**src/rtl/bj_disp_pkg.sv**
```systemverilog
// Shared types and constants for the blackjack display path.
// Holds the converter FSM encoding and the BCD range helpers.
package bj_disp_pkg;

  typedef enum logic [1:0] {
    IDLE  = 2'd0,
    SHIFT = 2'd1,
    FIN   = 2'd2
  } state_t;

  localparam int          BCD_W    = 4;
  localparam logic [3:0]  BCD_NINE = 4'h9;

  function automatic longint unsigned pow10(input int n);
    longint unsigned r;
    r = 64'd1;
    for (int i = 0; i < n; i++) r = r * 64'd10;
    return r;
  endfunction

endpackage

```
**src/rtl/dabble_digit.sv**
```systemverilog
// One BCD digit of the double-dabble correction: add 3 when the digit is 5 or more.
module dabble_digit
  import bj_disp_pkg::*;
(
  input  logic [BCD_W-1:0] d,
  output logic [BCD_W-1:0] q
);

  assign q = (d >= 4'd5) ? d + 4'd3 : d;

endmodule

```
**src/rtl/bin_to_bcd_seq.sv**
```systemverilog
// Sequential binary-to-BCD converter, one input bit per cycle, saturating at 10**DIGITS-1.
// Results are registered and held until the next conversion finishes.
module bin_to_bcd_seq
  import bj_disp_pkg::*;
#(
  parameter int BIN_W  = 8,
  parameter int DIGITS = 3
) (
  input  logic                  clk,
  input  logic                  rst_n,
  input  logic                  start,
  input  logic [BIN_W-1:0]      bin_in,
  output logic                  busy,
  output logic                  done,
  output logic [4*DIGITS-1:0]   bcd_out,
  output logic                  ovf
);

  localparam int SD = DIGITS + 1;
  localparam int SW = SD * BCD_W;
  localparam int CW = $clog2(BIN_W + 1);
  localparam longint unsigned LIMIT = pow10(DIGITS) - 64'd1;
  // When every BIN_W-bit value fits in DIGITS digits the range check folds away.
  localparam bit OVF_POSSIBLE = (BIN_W >= 64) || (((64'd1 << BIN_W) - 64'd1) > LIMIT);

  state_t                       state, state_nxt;
  logic [CW-1:0]                cnt;
  logic [BIN_W-1:0]             shreg;
  logic [SD-1:0][BCD_W-1:0]     scratch;
  logic [SD-1:0][BCD_W-1:0]     adj;
  logic [SW+BIN_W-1:0]          cat_sh;
  logic                         lost;
  logic                         ovf_hit;

  for (genvar g = 0; g < SD; g++) begin : g_dig
    dabble_digit u_dig (.d(scratch[g]), .q(adj[g]));
  end

  assign cat_sh  = {adj, shreg} << 1;
  // A bit shifted out of the top digit means the value exceeded the scratch width.
  assign ovf_hit = OVF_POSSIBLE && (lost || (scratch[SD-1] != '0));
  assign busy    = (state != IDLE);

  always_comb begin
    state_nxt = state;
    case (state)
      IDLE:    if (start) state_nxt = SHIFT;
      SHIFT:   if (cnt == CW'(1)) state_nxt = FIN;
      FIN:     state_nxt = IDLE;
      default: state_nxt = IDLE;
    endcase
  end

  always_ff @(posedge clk or negedge rst_n) begin
    if (!rst_n) begin
      state   <= IDLE;
      cnt     <= '0;
      shreg   <= '0;
      scratch <= '0;
      lost    <= 1'b0;
      done    <= 1'b0;
      bcd_out <= '0;
      ovf     <= 1'b0;
    end else begin
      state <= state_nxt;
      done  <= 1'b0;
      case (state)
        IDLE: if (start) begin
          shreg   <= bin_in;
          scratch <= '0;
          lost    <= 1'b0;
          cnt     <= CW'(BIN_W);
        end
        SHIFT: begin
          scratch <= cat_sh[SW+BIN_W-1 -: SW];
          shreg   <= cat_sh[BIN_W-1:0];
          lost    <= lost | adj[SD-1][BCD_W-1];
          cnt     <= cnt - CW'(1);
        end
        FIN: begin
          done <= 1'b1;
          if (ovf_hit) begin
            bcd_out <= {DIGITS{BCD_NINE}};
            ovf     <= 1'b1;
          end else begin
            bcd_out <= scratch[DIGITS-1:0];
            ovf     <= 1'b0;
          end
        end
        default: ;
      endcase
    end
  end

endmodule

```
**config.mk**
```make
export PLATFORM = sky130hd
export DESIGN_NAME = bin_to_bcd_seq
export DESIGN_NICKNAME = d
export VERILOG_FILES = /design/src/rtl/bj_disp_pkg.sv /design/src/rtl/dabble_digit.sv /design/src/rtl/bin_to_bcd_seq.sv
export SDC_FILE = /design/constraint.sdc
export NUM_CORES = 1
export LEC_CHECK = 0
export CAP_MARGIN = 20
export CORE_UTILIZATION = 54
export DETAILED_ROUTE_END_ITERATION = 16
export GPL_TIMING_DRIVEN = 1
export PLACE_DENSITY_LB_ADDON = 0.12
export SYNTH_ARGS = -nofsm -noshare
export SYNTH_HDL_FRONTEND = slang
export SYNTH_SLANG_ARGS = --single-unit
```
**constraint.sdc**
```tcl
create_clock -name clk -period 1.5 [get_ports clk]
set_clock_uncertainty 0.05 [all_clocks]
set_input_delay 0.3 -clock clk [delete_from_list [all_inputs] [get_ports clk]]
set_output_delay 0.3 -clock clk [all_outputs]
set_load 0.05 [all_outputs]
```
Yosys cells after proc, flatten, opt, wreduce, memory -nomap -nowiden. Index checks and enable logic that the tools add are counted.

Bits of input ports: 11. Register bits: 43. Logic and storage cells: 42.

Reduce and logical (&&, ||, !) cells: 5. Add/subtract/negate cells: 5. Eq/ne operators: 5. Muxes and demuxes: 14. Magnitude comparators: 4.

Operators by type and width (number): 16-bit case mux with 2 select lines (1); 4-bit by 3-bit greater-or-equal comparator with 1-bit output, second input constant (4); 16-bit 2-to-1 mux (1); 4-bit 2-to-1 mux (4); 8-bit case mux with 2 select lines (1); 4-bit by 2-bit adder with 4-bit output, second input constant (3); 8-bit 2-to-1 mux (1); 4-bit case mux with 2 select lines (1); 4-bit by 1-bit equality test with 1-bit output, second input constant (1); 2-bit 2-to-1 mux (2); 2-bit inequality test, second input constant (2); 2-bit case mux with 2 select lines (1); 2-bit AND reduction (2); 2-bit nonzero test (2); 4-bit by 1-bit subtractor with 4-bit output, second input constant (1); 3-bit by 2-bit adder with 3-bit output, second input constant (1); 3-bit 2-to-1 mux (1); 2-bit by 1-bit equality test with 1-bit output, second input constant (1); 2-bit equality test, second input constant (1); 2-bit logical NOT (1); 1-bit 2-to-1 mux (1).

Logic depth before layout (Yosys ltp).
Depth in word-level cells: 3. Mapped depth: 5. Mapped depth without buffers: 5.

By module. A second synthesis with hierarchy kept.

Cells, all modules: 177. Area total of the unflattened synthesis: 1956.9 um2.

Modules (own cells, without submodules): bin_to_bcd_seq (times used 1, sequential area each 975.9 um2, area each 1652.8 um2, cells an instance 129); dabble_digit (times used 3, sequential area each 0.0 um2, area each 101.3 um2, cells an instance 16).

Worst setup path after synthesis. OpenSTA, ideal clock, no wires.

Path kind: reg-to-reg. From: register scratch[4] (netlist bit). To: register scratch[8] (netlist bit). Data arrival time: 1.203 ns. Clock period less this slack: 1.354 ns. Cell stages (with the launch flop): 6. Path slack: 0.146 ns. Data required time: 1.349 ns. Library setup time: 0.101 ns. Cells stage by stage: dfrtp_1 inv_1 ha_1 nor2b_1 o21a_1 o32ai_1.

Longest elaborated chain between the ends: 3.

Ends and longest elaborated chain: start: declaration (RTL line bin_to_bcd_seq.sv:29) `logic [SD-1:0][BCD_W-1:0] scratch;`; start signal: assignment (RTL line bin_to_bcd_seq.sv:75) `scratch <= cat_sh[SW+BIN_W-1 -: SW];`; 4-bit by 2-bit adder with 4-bit output / 4-bit by 3-bit greater-or-equal comparator with 1-bit output (equally long branches) (RTL line dabble_digit.sv:9) `assign q = (d >= 4'd5) ? d + 4'd3 : d;`; 4-bit 2-to-1 mux (*) (RTL line dabble_digit.sv:9); 16-bit case mux with 2 select lines (*) (RTL line bin_to_bcd_seq.sv:67) `case (state)`.

Every way passes the cells marked *; elsewhere a longest branch is shown, timed or not. A chain may end at the register's enable or synchronous reset.

Worst setup path after layout.
From: register state[1]. To: output port busy.

Longest elaborated chain between the ends: 1.

Ends and longest elaborated chain: start: declaration (RTL line bin_to_bcd_seq.sv:26) `state_t state, state_nxt;`; start signal: assignment (RTL line bin_to_bcd_seq.sv:65) `state <= state_nxt;`; 2-bit nonzero test (RTL line bin_to_bcd_seq.sv:42) `assign busy = (state != IDLE);`; end: declaration (RTL line bin_to_bcd_seq.sv:13) `output logic busy,`.

No other way between the ends.

==> reports/metrics.csv <==
stage;metric;value;unit
layout;diodes;0;
layout;final-instance-count-excl-fill;278;
clock_network;cts_root_buf;clkbuf_4;
route;viasPerCell;5.78;
yosys;synth_area_per_cell;10.0;sq um
critical_path;end_kind;output port;
yosys;synth_xor_area_frac;0.00919;
route;first_iter_violations;79;
layout;nets;250;
timing;finalSetupTns;-54.9;ps
yosys;synth_cell_types;34;
clock_network;cts_max_path_buffers;2;
layout;area_growth_syn_to_layout;41.6;%
yosys;synthAdderAreaFrac;0.0525;
floorplanning;dieWidth;61.4;um
yosys;muxShareOfSynthArea;0.0112;
critical_path;crit_type;flip-flop to output port;
floorplanning;io_pins;26;
global_routing;grt_max_degree;40;
critical_path;required;1150;ps
route;drc;0;
min_path;hold_class;input port to async pin;
clock_network;clock_latency;360;ps
flow_run;drv_cap;0;
clock_network;htreeDepth;2;
timing;hold_viol;0;
timing;fin_crit_sh;1.04;
clock_network;numClockSinks;39;
timing;fin_crit;1550;ps
placement;dpl_cell_area;2390;sq um
layout;fin_area;2700;sq um
route;wl_per_cell;16.1;um
critical_path;crit_fanout;7;
power;p_total;6.08;mW
timing;slew_viol_final;0;
route;vias;1608;
power;power_density;2250;nW/um^2
route;dr.pass1.iters;4;
yosys;ys_ff_latch;39;
placement;place_inst;260;
floorplanning;core_region_area;3360;sq um
global_routing;grt.total_usage;0.258;
route;routed_wl;4.48;mm
clock_network;ctsHoldBuffers;0;
placement;gp_congestion;0.776;
placement;place_ws;-278;ps
route;drtAntennaViolNets;0;
yosys;netlist_area;1910;sq um
layout;final_util;0.802;
placement;port_buffers;24;
power;p_leak;1.22;nW
timing;rsz0062_at_grt;true;
timing;fmax;0.643;GHz
global_routing;grt_pass1_vias;1540;
power;vdd_drop_max;1.45;mV
status;violations;negative setup slack;
yosys;ys_warn_count;0;
timing;fin_ws;-54.9;ps
yosys;synth_compound_gate_area_share;0.238;
placement;dp.final_hpwl;2.75;mm
layout;final_layout_size_suffix_gt1_frac;0.276;
yosys;ys_seq_area_frac;0.512;
global_routing;antenna_found_initial;0;
global_routing;grt_pass1_wl;6.95;mm
timing;finalSetupViolations;1;
yosys;yosys.area_share.simple;0.110;
yosys;synth_top_family_by_area;compound AO/OA/AOI/OAI gates;
clock_network;clk_pin_slew;120;ps
floorplanning;std_cell_rows;21;
global_routing;grt-ovfl-total;0;
critical_path;cp-start-kind;flip-flop;
floorplanning;start_util;0.567;
status;status;finished, violations left;
critical_path;arrival;1200;ps
timing;hold_ws;253;ps
floorplanning;die_h;61.4;um
yosys;syn_inst;190;
yosys;synth_fp_nets;209;
clock_network;cts_made_buffers;5;
clock_network;cts_tree;built;
floorplanning;die-area;3770;sq um
where the power goes:
part           switching (mW)  internal, mW  leakage, nW
logic                    1.79          1.69        0.659
registers               0.372          1.47        0.508
clock network           0.360         0.394       0.0482
total                    2.52          3.55         1.22
flip-flops by register name, summed over array words and instances, names as in the netlist:
register,count
bcd_out,12
cnt,4
done,1
scratch,12
shreg,8
state,2
layer usage:
| metal | track usage | vias to the layer above | share of wire |
|---|---|---|---|
| met5 | 0 | - | 0 |
| met4 | 0.114 | 0 | 0.035 |
| met3 | 0.0735 | 17 | 0.045 |
| met2 | 0.419 | 57 | 0.50 |
| met1 | 0.321 | 778 | 0.41 |
| li1 | - | 756 | - |
cell type report:
class | count | area [sq um]
Multi-Input combinational cell | 124 | 907
Clock buffer | 6 | 51.3
Sequential cell | 39 | 978
Timing Repair Buffer | 46 | 613
Fill cell | 213 | 664
Clock inverter | 2 | 35.0
Inverter | 15 | 56.3
Tap cell | 46 | 57.6
repair_timing:
| item | 4_1_cts | 5_1_grt |
|---|---|---|
| setup buffers | 3 | 5 |
| pin swaps | 0 | 1 |
| endpoints found under the setup margin | 11 | 10 |
| gates cloned | 0 | 2 |
| gates resized for setup | 7 | 16 |
worst paths after layout:
check | start | end | slack, ps | cells after the start
max reg2reg | scratch[5] | scratch[6] | 0 | 5
min in group clk | scratch[3] | scratch[3] | 450 | 1
min | rst_n | bcd_out[9] | 250 | 2
max | state[1] | busy | -50 | 2
max in group asynchronous | rst_n | state[0] | 920 | 2
min reg2reg | scratch[3] | scratch[3] | 450 | 1
placed cells by master (no fill, tap or decap), types with 5 or more instances in the layout:
cell type and count:
dfrtp_1 37, a22oi_1 7, a21oi_1 9, inv_1 15, o2111ai_1 5, nand2_1 21
nor2b_1 8, buf_4 17, ha_1 7, clkdlybuf4s50_1 10, clkbuf_4 5, buf_12 16
o21ai_0 24
worst max-delay path: stages (launching register included):
cell	delay (ps)
dfrtp_2	460
or2_4	250
buf_8	150
kinds of logic after synthesis:
kind of cell / after synthesis
xor+xnor: 2
other cells: 1
compound gates: 68
simple gates: 43
fa+ha+maj: 8
mux: 2
flops: 39
buf+inv: 27
Yosys cell counts:
| cell type | n | area, sq um |
|---|---|---|
| a21oi_1 | 9 | 45.0 |
| a22o_1 | 1 | 8.76 |
| a22oi_1 | 7 | 52.6 |
| a31oi_1 | 1 | 6.26 |
| a32o_1 | 3 | 30.0 |
| and3_1 | 1 | 6.26 |
| buf_2 | 7 | 35.0 |
| buf_4 | 3 | 22.5 |
| clkbuf_1 | 1 | 3.75 |
| clkbuf_2 | 1 | 5.00 |
| conb_1 | 1 | 3.75 |
| dfrtp_1 | 39 | 976 |
| ha_1 | 8 | 100 |
| inv_1 | 15 | 56.3 |
| mux2_2 | 1 | 11.3 |
| mux2i_1 | 1 | 10.0 |
| nand2_1 | 21 | 78.8 |
| nand2b_1 | 3 | 18.8 |
| nor2_1 | 3 | 11.3 |
| nor2b_1 | 12 | 75.1 |
| nor2b_2 | 1 | 8.76 |
| nor3_1 | 1 | 5.00 |
| o2111ai_1 | 6 | 52.6 |
| o21a_1 | 3 | 22.5 |
| o21ai_0 | 24 | 120 |
| o21ba_2 | 1 | 10.0 |
| o21bai_1 | 1 | 7.51 |
| o221ai_1 | 3 | 26.3 |
| o22ai_1 | 1 | 6.26 |
| o311ai_1 | 3 | 26.3 |
| o31ai_1 | 3 | 22.5 |
| o32ai_1 | 2 | 17.5 |
| or2_2 | 1 | 6.26 |
| xnor2_1 | 2 | 17.5 |
(Power assumes the default switching activity.)
